==> config.mk <==
export PLATFORM = sky130hd
export DESIGN_NAME = fetch_unit
export DESIGN_NICKNAME = d
export VERILOG_FILES = /design/src/rtl/fetch_pkg.sv /design/src/rtl/button_conditioner.sv /design/src/rtl/fetch_unit.sv
export SDC_FILE = /design/constraint.sdc
export NUM_CORES = 1
export LEC_CHECK = 0
export ABC_AREA = 1
export BUFFER_PORTS_ARGS = -buffer_cell sky130_fd_sc_hd__buf_2
export CORE_MARGIN = 3
export CORE_UTILIZATION = 50
export CTS_BUF_LIST = sky130_fd_sc_hd__clkbuf_8
export DETAILED_ROUTE_END_ITERATION = 7
export PLACE_DENSITY_LB_ADDON = 0.3
export SLEW_MARGIN = 25
export SYNTH_ARGS = -nofsm -noshare
export SYNTH_HDL_FRONTEND = slang
export SYNTH_HIERARCHICAL = 1
export SYNTH_SLANG_ARGS = --single-unit
==> constraint.sdc <==
create_clock -name clk -period 3.3 [get_ports clk]
set_clock_uncertainty 0.2 [all_clocks]
set_input_delay 0.825 -clock clk [delete_from_list [all_inputs] [get_ports clk]]
set_output_delay 0.825 -clock clk [all_outputs]
set_load 0.03 [all_outputs]
==> src/rtl/fetch_pkg.sv <==
// Shared widths and the fetch-stage state encoding.
package fetch_pkg;

  localparam int unsigned PC_W    = 8;
  localparam int unsigned INSTR_W = 12;
  localparam int unsigned OFF_W   = 3;

  typedef enum logic [2:0] {
    EXT,
    EXT_STEP,
    FETCH,
    LATCH,
    READY,
    EXEC
  } fetch_state_t;

endpackage

==> src/rtl/button_conditioner.sv <==
// Raw push-button -> 2-flop synchronizer -> debounced level -> one-cycle press pulse.
module button_conditioner #(
  parameter int unsigned DEBOUNCE_CYCLES = 100000
) (
  input  logic clk,
  input  logic rst_n,
  input  logic i_button,
  output logic o_pulse
);

  localparam int unsigned CNT_W = (DEBOUNCE_CYCLES > 1) ? $clog2(DEBOUNCE_CYCLES) : 1;
  localparam logic [CNT_W-1:0] CNT_MAX = CNT_W'(DEBOUNCE_CYCLES - 1);

  logic             r_sync1;
  logic             r_sync2;
  logic             r_level;
  logic             r_pulse;
  logic [CNT_W-1:0] r_cnt;

  logic             w_level_nxt;
  logic             w_pulse_nxt;
  logic [CNT_W-1:0] w_cnt_nxt;

  // Counter only advances while the synchronized input disagrees with the
  // accepted level; any agreement (a bounce) clears it.
  always_comb begin
    w_level_nxt = r_level;
    w_pulse_nxt = 1'b0;
    w_cnt_nxt   = '0;
    if (r_sync2 != r_level) begin
      if (r_cnt == CNT_MAX) begin
        w_level_nxt = r_sync2;
        w_pulse_nxt = r_sync2;
      end else begin
        w_cnt_nxt = r_cnt + 1'b1;
      end
    end
  end

  always_ff @(posedge clk or negedge rst_n) begin
    if (!rst_n) begin
      r_sync1 <= 1'b0;
      r_sync2 <= 1'b0;
      r_level <= 1'b0;
      r_pulse <= 1'b0;
      r_cnt   <= '0;
    end else begin
      r_sync1 <= i_button;
      r_sync2 <= r_sync1;
      r_level <= w_level_nxt;
      r_pulse <= w_pulse_nxt;
      r_cnt   <= w_cnt_nxt;
    end
  end

  assign o_pulse = r_pulse;

endmodule

==> src/rtl/fetch_unit.sv <==
// Instruction-fetch stage: owns pc, imem read, external/internal mode and the step strobe.
module fetch_unit #(
  parameter int unsigned PC_W            = fetch_pkg::PC_W,
  parameter int unsigned INSTR_W         = fetch_pkg::INSTR_W,
  parameter int unsigned OFF_W           = fetch_pkg::OFF_W,
  parameter int unsigned DEBOUNCE_CYCLES = 100000
) (
  input  logic               clk,
  input  logic               rst_n,
  input  logic               left_button,
  input  logic               right_button,
  input  logic [INSTR_W-1:0] switches,
  output logic [PC_W-1:0]    imem_addr,
  output logic               imem_re,
  input  logic [INSTR_W-1:0] imem_rdata,
  input  logic               branch_taken,
  input  logic [OFF_W-1:0]   branch_offset,
  output logic [INSTR_W-1:0] instruction,
  output logic               instr_valid,
  output logic               step,
  output logic               is_external,
  output logic [PC_W-1:0]    pc
);

  import fetch_pkg::fetch_state_t;

  fetch_state_t       r_state;
  fetch_state_t       w_state_nxt;
  logic [PC_W-1:0]    r_pc;
  logic [PC_W-1:0]    w_pc_nxt;
  logic [INSTR_W-1:0] r_instr;
  logic [INSTR_W-1:0] w_instr_nxt;
  logic               r_valid;
  logic               w_valid_nxt;
  logic               w_left;
  logic               w_right;
  logic [PC_W-1:0]    w_pc_adv;

  button_conditioner #(
    .DEBOUNCE_CYCLES (DEBOUNCE_CYCLES)
  ) u_left_btn (
    .clk      (clk),
    .rst_n    (rst_n),
    .i_button (left_button),
    .o_pulse  (w_left)
  );

  button_conditioner #(
    .DEBOUNCE_CYCLES (DEBOUNCE_CYCLES)
  ) u_right_btn (
    .clk      (clk),
    .rst_n    (rst_n),
    .i_button (right_button),
    .o_pulse  (w_right)
  );

  assign w_pc_adv = r_pc + PC_W'(1) + (branch_taken ? PC_W'(branch_offset) : '0);

  always_comb begin
    w_state_nxt = r_state;
    w_pc_nxt    = r_pc;
    w_instr_nxt = r_instr;
    unique case (r_state)
      fetch_pkg::EXT: begin
        w_instr_nxt = switches;
        if (w_right)     w_state_nxt = fetch_pkg::FETCH;
        else if (w_left) w_state_nxt = fetch_pkg::EXT_STEP;
      end
      fetch_pkg::EXT_STEP: w_state_nxt = fetch_pkg::EXT;
      fetch_pkg::FETCH: begin
        w_state_nxt = w_right ? fetch_pkg::EXT : fetch_pkg::LATCH;
      end
      fetch_pkg::LATCH: begin
        // A right press abandons the read; EXT reloads from switches.
        if (w_right) begin
          w_state_nxt = fetch_pkg::EXT;
        end else begin
          w_instr_nxt = imem_rdata;
          w_state_nxt = fetch_pkg::READY;
        end
      end
      fetch_pkg::READY: begin
        if (w_right)     w_state_nxt = fetch_pkg::EXT;
        else if (w_left) w_state_nxt = fetch_pkg::EXEC;
      end
      fetch_pkg::EXEC: begin
        w_pc_nxt    = w_pc_adv;
        w_state_nxt = w_right ? fetch_pkg::EXT : fetch_pkg::FETCH;
      end
      default: w_state_nxt = fetch_pkg::EXT;
    endcase
  end

  // Valid is registered so it reads 0 out of reset even though EXT is the reset state.
  always_comb begin
    w_valid_nxt = 1'b0;
    unique case (w_state_nxt)
      fetch_pkg::EXT, fetch_pkg::EXT_STEP, fetch_pkg::READY, fetch_pkg::EXEC: w_valid_nxt = 1'b1;
      default: w_valid_nxt = 1'b0;
    endcase
  end

  always_ff @(posedge clk or negedge rst_n) begin
    if (!rst_n) begin
      r_state <= fetch_pkg::EXT;
      r_pc    <= '0;
      r_instr <= '0;
      r_valid <= 1'b0;
    end else begin
      r_state <= w_state_nxt;
      r_pc    <= w_pc_nxt;
      r_instr <= w_instr_nxt;
      r_valid <= w_valid_nxt;
    end
  end

  assign imem_addr   = r_pc;
  assign imem_re     = (r_state == fetch_pkg::FETCH);
  assign step        = (r_state == fetch_pkg::EXT_STEP) || (r_state == fetch_pkg::EXEC);
  assign is_external = (r_state == fetch_pkg::EXT) || (r_state == fetch_pkg::EXT_STEP);
  assign instruction = r_instr;
  assign instr_valid = r_valid;
  assign pc          = r_pc;

endmodule

# Yosys cells after proc, flatten, opt, wreduce, memory -nomap -nowiden

Index checks and enable logic that the tools add are counted.

Bits in registers: 66
Input bits: 32
Word-level logic and storage cells: 60

Add/subtract/negate cells: 4
Reduce and logical (&&, ||, !) cells: 9
Equality and inequality tests: 13
Multiplexer cells: 20

Operators by type and width:

| cell                                                                  | count |
|---|---|
| 17-bit 2-to-1 mux                                                     | 4 |
| 17-bit by 1-bit adder with 17-bit output, second input constant       | 2 |
| 17-bit equality test, second input constant                           | 2 |
| 12-bit case mux with 2 select lines                                   | 1 |
| 3-bit 2-to-1 mux                                                      | 6 |
| 3-bit case mux with 5 select lines                                    | 1 |
| 3-bit equality test, second input constant                            | 4 |
| 12-bit 2-to-1 mux                                                     | 1 |
| 8-bit by 1-bit adder with 8-bit output, second input constant         | 1 |
| 8-bit by 3-bit adder with 8-bit output                                | 1 |
| 3-bit by 1-bit equality test with 1-bit output, second input constant | 2 |
| 3-bit by 2-bit equality test with 1-bit output, second input constant | 2 |
| 3-bit zero test                                                       | 2 |
| 2-bit AND reduction                                                   | 3 |
| 1-bit 2-to-1 mux                                                      | 5 |
| 2-bit 2-to-1 mux                                                      | 2 |
| 4-bit OR reduction                                                    | 1 |
| 1-bit logical OR                                                      | 2 |
| 1-bit inequality test                                                 | 2 |
| 2-bit inequality test, second input constant                          | 1 |
| 2-bit nonzero test                                                    | 1 |

# Depth between registers and ports, before layout

Gate-level depths: netlist of run 1.

Depth in word-level cells: 6
Depth in mapped cells: 10
Gate-level depth less buffers: 10

# Hierarchy

The synthesis of run 1 kept the hierarchy.

Modules (own cells, without submodules):

| module             | times used | cells an instance | area each (µm²) |
|---|---|---|---|
| button_conditioner | 2          | 143               | 1084.8 |
| fetch_unit         | 1          | 195               | 1430.1 |

# Least setup slack after synthesis of run 1

Ideal clock, no wire load.

Path kind: in2reg
From: input port branch_offset[0]
To: register r_pc[6], in the netlist imem_addr[6]
Cell stages on the path: 9
Data required time: 2.987 ns
Data arrival time: 1.844 ns
Setup slack: 1.142 ns
Library setup time: 0.113 ns
Cell sequence: nand2_1 > ha_1 > fa_1 > inv_1 > nand3_1 > nand2_1 > nand3_1 > nand2_1 > inv_1

Word-level cells in the longest chain between the ends: 2

RTL lines:

| what                                   | RTL line          | text |
|---|---|---|
| start, declared                        | fetch_unit.sv:17  | `input logic [OFF_W-1:0] branch_offset,` |
| 3-bit 2-to-1 mux                       | fetch_unit.sv:57  | `assign w_pc_adv = r_pc + PC_W'(1) + (branch_taken ? PC_W'(branch_offset) : '0);` |
| 8-bit by 3-bit adder with 8-bit output | fetch_unit.sv:57  |  |
| end signal, assigned                   | fetch_unit.sv:111 | `r_pc <= w_pc_nxt;` |
| end, declared                          | fetch_unit.sv:29  | `logic [PC_W-1:0] r_pc;` |

No other way between the ends.
A chain may end at the register's enable or synchronous reset.

# Worst setup path in the final report of run 1

From: register r_state[1]
To: output port imem_re

Word-level cells in the longest chain between the ends: 1

RTL lines:

| what                                           | RTL line          | text |
|---|---|---|
| start, declared                                | fetch_unit.sv:27  | `fetch_state_t r_state;` |
| start signal, assigned                         | fetch_unit.sv:105 | `r_state <= fetch_pkg::EXT;` |
| start signal, assigned                         | fetch_unit.sv:110 | `r_state <= w_state_nxt;` |
| 3-bit by 2-bit equality test with 1-bit output | fetch_unit.sv:118 | `assign imem_re = (r_state == fetch_pkg::FETCH);` |
| end, declared                                  | fetch_unit.sv:14  | `output logic imem_re,` |

No other way between the ends.

==> results of run 1 <==
power by group through the flow:
stage / Clock [W] / Combinational [W] / Sequential, W
2_1_floorplan: 0 / 0.0000362 / 0.000864
3_3_place_gp: 0 / 0.000101 / 0.000849
3_5_place_dp: 0 / 0.000105 / 0.000851
4_1_cts: 0.000763 / 0.000106 / 0.000835
5_1_grt: 0.000812 / 0.000119 / 0.000837
6_report: 0.000742 / 0.000103 / 0.000835
cell type report:
class / count / area, µm² / area share [%]
flip-flops and latches: 66 / 1652 / 39.64
multi-input cells: 339 / 1617 / 38.80
repair buffers: 65 / 330.3 / 7.928
inverters: 61 / 229.0 / 5.495
clock buffers: 11 / 151.4 / 3.634
well taps: 96 / 120.1 / 2.883
clock inverters: 4 / 67.56 / 1.622
logic make-up (layout without fill, tap and decap cells):
family	Yosys count	in the layout	share of synthesized area (%)
and+or+nand+nor	287	287	34.45
buffers and inverters	76	141	9.211
DFF	66	66	45.88
AOI/OAI and AO/OA	31	31	4.518
xor gates and xnor gates	15	15	3.649
adders and majority gates	6	6	2.294
per-stage QoR:
step	total power [W]	utilization, %	instances	area (µm²)	hold WS (ns)
final	0.001681	60.66	642	4167	0.1471
after global routing	0.001768	60.66	642	4167	0.1578
after CTS	0.001705	60.66	642	4167	0.1508
after detailed placement	0.0009556	57.47	627	3948	0.1358
after global placement	0.0009505	57.47	627	3948	0.1317
after floorplan	0.0009004	-	481	3600	0.1312
placed cells by master, fill, tap and decap left out:
| cell type | n |
|---|---|
| nor2_4 | 2 |
| ha_1 | 5 |
| nand2_1 | 144 |
| o21ai_1 | 19 |
| nor2_1 | 73 |
| buf_4 | 2 |
| nor2_2 | 7 |
| xor2_1 | 11 |
| o21ai_0 | 6 |
| buf_2 | 63 |
| o21bai_1 | 2 |
| a211oi_1 | 1 |
| a21oi_1 | 3 |
| xnor2_1 | 4 |
| inv_2 | 5 |
| nor3b_1 | 2 |
| fa_1 | 1 |
| nand3_1 | 31 |
| nand2_2 | 11 |
| clkbuf_8 | 11 |
| nor3_1 | 2 |
| bufinv_16 | 2 |
| nand4_1 | 6 |
| inv_1 | 58 |
| nand3b_1 | 5 |
| nand3_2 | 1 |
| nand4_2 | 1 |
| dfrtp_1 | 66 |
| or2_1 | 2 |
how the worst min path moves through the flow:
| stage | cells after the start | start | to |
|---|---|---|---|
| after floorplan | 0 | u_left_btn/r_sync1$_DFF_PN0_ | u_left_btn/r_sync2$_DFF_PN0_ |
| after global placement | 0 | u_left_btn/r_sync1$_DFF_PN0_ | u_left_btn/r_sync2$_DFF_PN0_ |
| after detailed placement | 0 | u_left_btn/r_sync1$_DFF_PN0_ | u_left_btn/r_sync2$_DFF_PN0_ |
| after CTS | 0 | u_left_btn/r_sync1$_DFF_PN0_ | u_left_btn/r_sync2$_DFF_PN0_ |
| after global routing | 0 | u_right_btn/r_sync1$_DFF_PN0_ | u_right_btn/r_sync2$_DFF_PN0_ |
| final | 0 | u_left_btn/r_sync1$_DFF_PN0_ | u_left_btn/r_sync2$_DFF_PN0_ |
per-layer routing:
metal,GRT usage [%],routed length [µm],vias up
li1,-,-,1595
met1,25.50,3406,1409
met2,29.52,3192,81
met3,4.250,422,10
met4,8.040,119,0
met5,0,0,-
critical path, stage by stage (launching register included):
cell     delay [ns]
dfrtp_1        0.52
nand3_1        0.17
inv_1          0.10
buf_2          0.20
sequential cells by signal, indices dropped and copies added (netlist names):
signal / flops
imem_addr: 8
instruction: 12
u_left_btn/r_level: 1
u_left_btn/r_sync1: 1
u_left_btn/r_sync2: 1
u_right_btn/o_pulse: 1
u_left_btn/r_cnt: 17
u_left_btn/o_pulse: 1
r_state: 3
u_right_btn/r_sync1: 1
u_right_btn/r_level: 1
u_right_btn/r_sync2: 1
instr_valid: 1
u_right_btn/r_cnt: 17
==> results.json, run 1 <==
{
  "ant_nets": 0,
  "powerDensity_nw_per_um2": 403.4,
  "nNetsFinal": 580,
  "portBuffers": 63,
  "synth.distinct_cells": 27,
  "regToRegEndpoint": "imem_addr[6]$_DFFE_PN0N_",
  "root_buffer": "clkbuf_8",
  "clock-sinks": 66,
  "n_antenna_cell": 0,
  "start_util_pct": 52.40,
  "cts_resized": 0,
  "arrival_ns": 1.32,
  "tightest_slew_ns": 0.6141,
  "synth.cell_area_um2": 3600,
  "ys_ff_latch": 66,
  "layout_worst_path_cycle_share_pct": 71.20,
  "max_freq_ghz": 0.4256,
  "finalWorstSetupSlack_ns": 0.9505,
  "via_per_inst": 4.821,
  "coreArea_um2": 6869,
  "avgSynthCellArea_um2": 7.484,
  "postCtsSetupBuffers": 0,
  "clk_path_buf_depth": 2,
  "worst_r2r_startpoint": "imem_addr[0]$_DFFE_PN0N_",
  "ir_drop_mv": 0.1935,
  "synth_most_common_cell": "nand2_1",
  "gr-total-overflow": 0,
  "maxCapViolCount": 0,
  "hp-class": "flip-flop to flip-flop",
  "finalCriticalPeriod_ns": 2.350,
  "reg2reg_slack_ns": 1.50,
  "drt-initial-drc-count": 137,
  "fillers": 624,
  "synth_cells": 481,
  "antenna_found_initial": 0,
  "cts_tree": "yes",
  "hpwl_um": 5319,
  "grt_pass1_vias": 2967,
  "area_growth_pct": 15.75,
  "insertion_delay_ns": 0.34,
  "top_level_ports": 64,
  "drive_above_1_share_pct": 19.23,
  "grt_max_degree": 29,
  "die-width_um": 90.85,
  "first_pass_iters": 4,
  "fp-row-count": 30,
  "grt_pass1_wl_um": 13010,
  "synth_ff_type": "dfrtp_1",
  "yosysTopAreaCellShare_pct": 45.88,
  "hold_viol": 0,
  "endpoint": "imem_re",
  "cp-start-kind": "flip-flop",
  "fin_setup_tns_ns": 0,
  "internal-power_w": 0.001318,
  "vias": 3095,
  "crit_start": "r_state[1]$_DFF_PN0_",
  "ys_async_sr_fraction_pct": 100.0,
  "cts.clk_slew.worst_paths_ns": 0.06,
  "wirelength_um": 7141,
  "drc": 0,
  "rsz0062_at_grt": "false",
  "p_sw_share_pct": 21.58,
  "clockPowerShare_pct": 44.1,
  "ys_top_cells_by_area": "dfrtp_1 46%, nand2_1 15%, nor2_1 7.6%",
  "setup_viol": 0,
  "pwr-share-seq_pct": 49.7,
  "synthTopCellsByCount": "144 x nand2_1, 73 x nor2_1, 66 x dfrtp_1, 56 x inv_1, 31 x nand3_1",
  "power_switching_w": 0.0003627,
  "grt_use_total_pct": 18.94,
  "end_kind": "output port",
  "dieArea_um2": 8254,
  "synth_edf_count": 0,
  "wl_per_cell_um": 11.12,
  "p_leak_nw": 2.129,
  "htreeDepth": 3,
  "required_ns": 2.27,
  "path_class": "flip-flop to output port",
  "outcome": "complete, no violations",
  "gp_congestion": 0.8176,
  "dieHeight_um": 90.85,
  "cp_max_fo": 8,
  "comb_power_share_pct": 6.2,
  "worst_r2r_path_depth": 9,
  "cts_hold_buf": 0,
  "place_ws_ns": 0.9529,
  "yosysWarnings": 6,
  "syn_nets": 519,
  "synth_largest_area_cell": "dfrtp_1",
  "slew_viol_final": 0,
  "ys_seq_area_share_pct": 45.88,
  "slew_headroom_pct": 59.06,
  "cts_buffers": 9
}
(Power assumes the default switching activity.)
==> run 2, diff against run 1 <==
Clock period 3.3 ns to 2 ns, I/O delays scaled along.
==> run 2 against run 1 <==
  * Routed wire length is 2.7% higher
  * Critical path type unchanged
  * Worst hold slack worse by 0.082 ns
  * Register-to-register slack worse by 1.3 ns
  * Clock-buffer cell count is 1 lower
  * Critical path depth is 1 higher
  * Worst setup slack worse by 0.90 ns
  * Sequential power is 65% higher
  * Global-route usage hardly changed
  * Clock power is 66% higher
  * Largest cell class unchanged
==> results.json, run 2 (synthesized netlist as in run 1, its figures left out) <==
{
  "outcome": "complete, no violations",
  "arrival_ns": 1.25,
  "antenna_found_initial": 0,
  "regToRegEndpoint": "imem_addr[6]$_DFFE_PN0N_",
  "final_area_um2": 4205,
  "hold_viol": 0,
  "path_class": "flip-flop to output port",
  "internal-power_w": 0.002149,
  "cts_buffers": 9,
  "vias": 3109,
  "ant_nets": 0,
  "clock-sinks": 66,
  "top_level_ports": 64,
  "final_cell_mix": "143 x nand2_1, 73 x nor2_1, 63 x dfrtp_1, 62 x buf_2, 56 x inv_1",
  "rsz0062_at_grt": "false",
  "max_freq_ghz": 0.5140,
  "finalCriticalPeriod_ns": 1.946,
  "gr-total-overflow": 0,
  "worst_r2r_path_depth": 9,
  "comb_power_share_pct": 6.2,
  "gp_congestion": 0.8108,
  "start_util_pct": 52.40,
  "critPathBufInv": 3,
  "crit_top_cell": "inv_2",
  "clockPowerShare_pct": 44.2,
  "die-width_um": 90.85,
  "drive_above_1_share_pct": 20.58,
  "finalWorstSetupSlack_ns": 0.05435,
  "portBuffers": 63,
  "required_ns": 1.30,
  "ir_drop_mv": 0.2867,
  "pwr-share-seq_pct": 49.6,
  "insertion_delay_ns": 0.34,
  "cts_tree": "yes",
  "hold_end": "u_right_btn/r_sync1$_DFF_PN0_",
  "cp_max_fo": 5,
  "setup_viol": 0,
  "power_switching_w": 0.0006288,
  "slew_headroom_pct": 69.10,
  "n_antenna_cell": 0,
  "dieHeight_um": 90.85,
  "slew_viol_final": 0,
  "dieArea_um2": 8254,
  "nNetsFinal": 582,
  "fillers": 597,
  "reg2reg_slack_ns": 0.20,
  "worst_r2r_startpoint": "imem_addr[0]$_DFFE_PN0N_",
  "final_common_cell": "nand2_1",
  "hp-class": "input port to flip-flop",
  "fp-row-count": 30,
  "place_ws_ns": -0.02808,
  "end_kind": "output port",
  "hpwl_um": 5168,
  "clk_path_buf_depth": 2,
  "post_dp_cell_area_um2": 3968,
  "cp-start-kind": "flip-flop",
  "via_per_inst": 4.820,
  "p_sw_share_pct": 22.64,
  "slowest_delay_ns": 0.44,
  "drt-initial-drc-count": 123,
  "critPathSlowestCell": "dfrtp_2",
  "tightest_slew_ns": 0.4622,
  "drc": 0,
  "p_leak_nw": 2.130,
  "root_buffer": "clkbuf_8",
  "area_growth_pct": 16.82,
  "coreArea_um2": 6869,
  "grt_pass1_wl_um": 12870,
  "grt_use_total_pct": 18.90,
  "grt_max_degree": 67,
  "path_cells": "inv_2 -> nand3_1 -> inv_2 -> buf_4",
  "fin_setup_tns_ns": 0,
  "grt_pass1_vias": 2931,
  "wirelength_um": 7336,
  "powerDensity_nw_per_um2": 660.5,
  "first_pass_iters": 4,
  "htreeDepth": 3,
  "wl_per_cell_um": 11.37,
  "critPathTopFamily": "flip-flops",
  "hold_depth": 1,
  "cts.clk_slew.worst_paths_ns": 0.07,
  "hp-start": "right_button",
  "layout_worst_path_cycle_share_pct": 97.28,
  "maxCapViolCount": 0
}
## run 2: cell types whose count changed in the layout (fill, tap and decap cells not counted), sizes merged
cell,before,now
clkbuf,11,10
inv,63,62
clkinvlp,0,1
buf,65,66
clkinv,0,2
dlygate4sd3,0,1
## run 2: power by group through the flow
stage | Clock (W) | Sequential [W] | Combinational [W]
finish | 0.00123 | 0.00138 | 0.000173
global route | 0.00132 | 0.00138 | 0.000198
CTS | 0.00126 | 0.00138 | 0.000177
detailed placement | 0 | 0.00140 | 0.000175
global placement | 0 | 0.00140 | 0.000169
floorplan | 0 | 0.00143 | 0.0000597
## run 2: routing by layer
metal / global-route usage (%) / share of wire, % / vias up
met5: 0 / 0 / -
met4: 9.925 / 2.5 / 0
met3: 4.167 / 5.6 / 17
met2: 30.27 / 45 / 83
met1: 23.93 / 47 / 1408
li1: - / - / 1601
## run 2: worst max-delay path by stage
| stage | from | to | cells after the start |
|---|---|---|---|
| after floorplan | imem_addr[0]$_DFFE_PN0N_ | imem_addr[6]$_DFFE_PN0N_ | 9 |
| after global placement | branch_taken | imem_addr[6]$_DFFE_PN0N_ | 10 |
| after detailed placement | branch_taken | imem_addr[6]$_DFFE_PN0N_ | 10 |
| after global routing | r_state[2]$_DFF_PN0_ | imem_re | 4 |
| final | r_state[2]$_DFF_PN0_ | imem_re | 4 |
| after CTS | r_state[2]$_DFF_PN0_ | imem_re | 4 |
## run 2: final cells by class
class	instances	area, µm²	area share (%)
clock buffers	10	137.6	3.273
clock inverters	6	81.33	1.934
inverters	61	229.0	5.445
multi-input cells	339	1619	38.50
flip-flops and latches	66	1655	39.36
well taps	96	120.1	2.856
repair buffers	67	362.8	8.628
## run 2: metrics by stage
stage          total power [W]  utilization (%)  hold WS [ns]  cells
3_5_place_dp          0.001577            57.76        0.1347    628
6_report              0.002778            61.22       0.06533    645
5_1_grt               0.002898            61.22       0.06270    645
3_3_place_gp          0.001570            57.76        0.1320    628
2_1_floorplan         0.001486                -      0.004409    481
4_1_cts               0.002812            61.15       0.04729    645
## run 2: timing repair
item,4_1_cts,5_1_grt
hold endpoints to repair,66,0
endpoints found under the setup margin,1,2
pin swaps,0,0
resized for setup,2,4
hold buffers,1,0
setup buffers,0,0
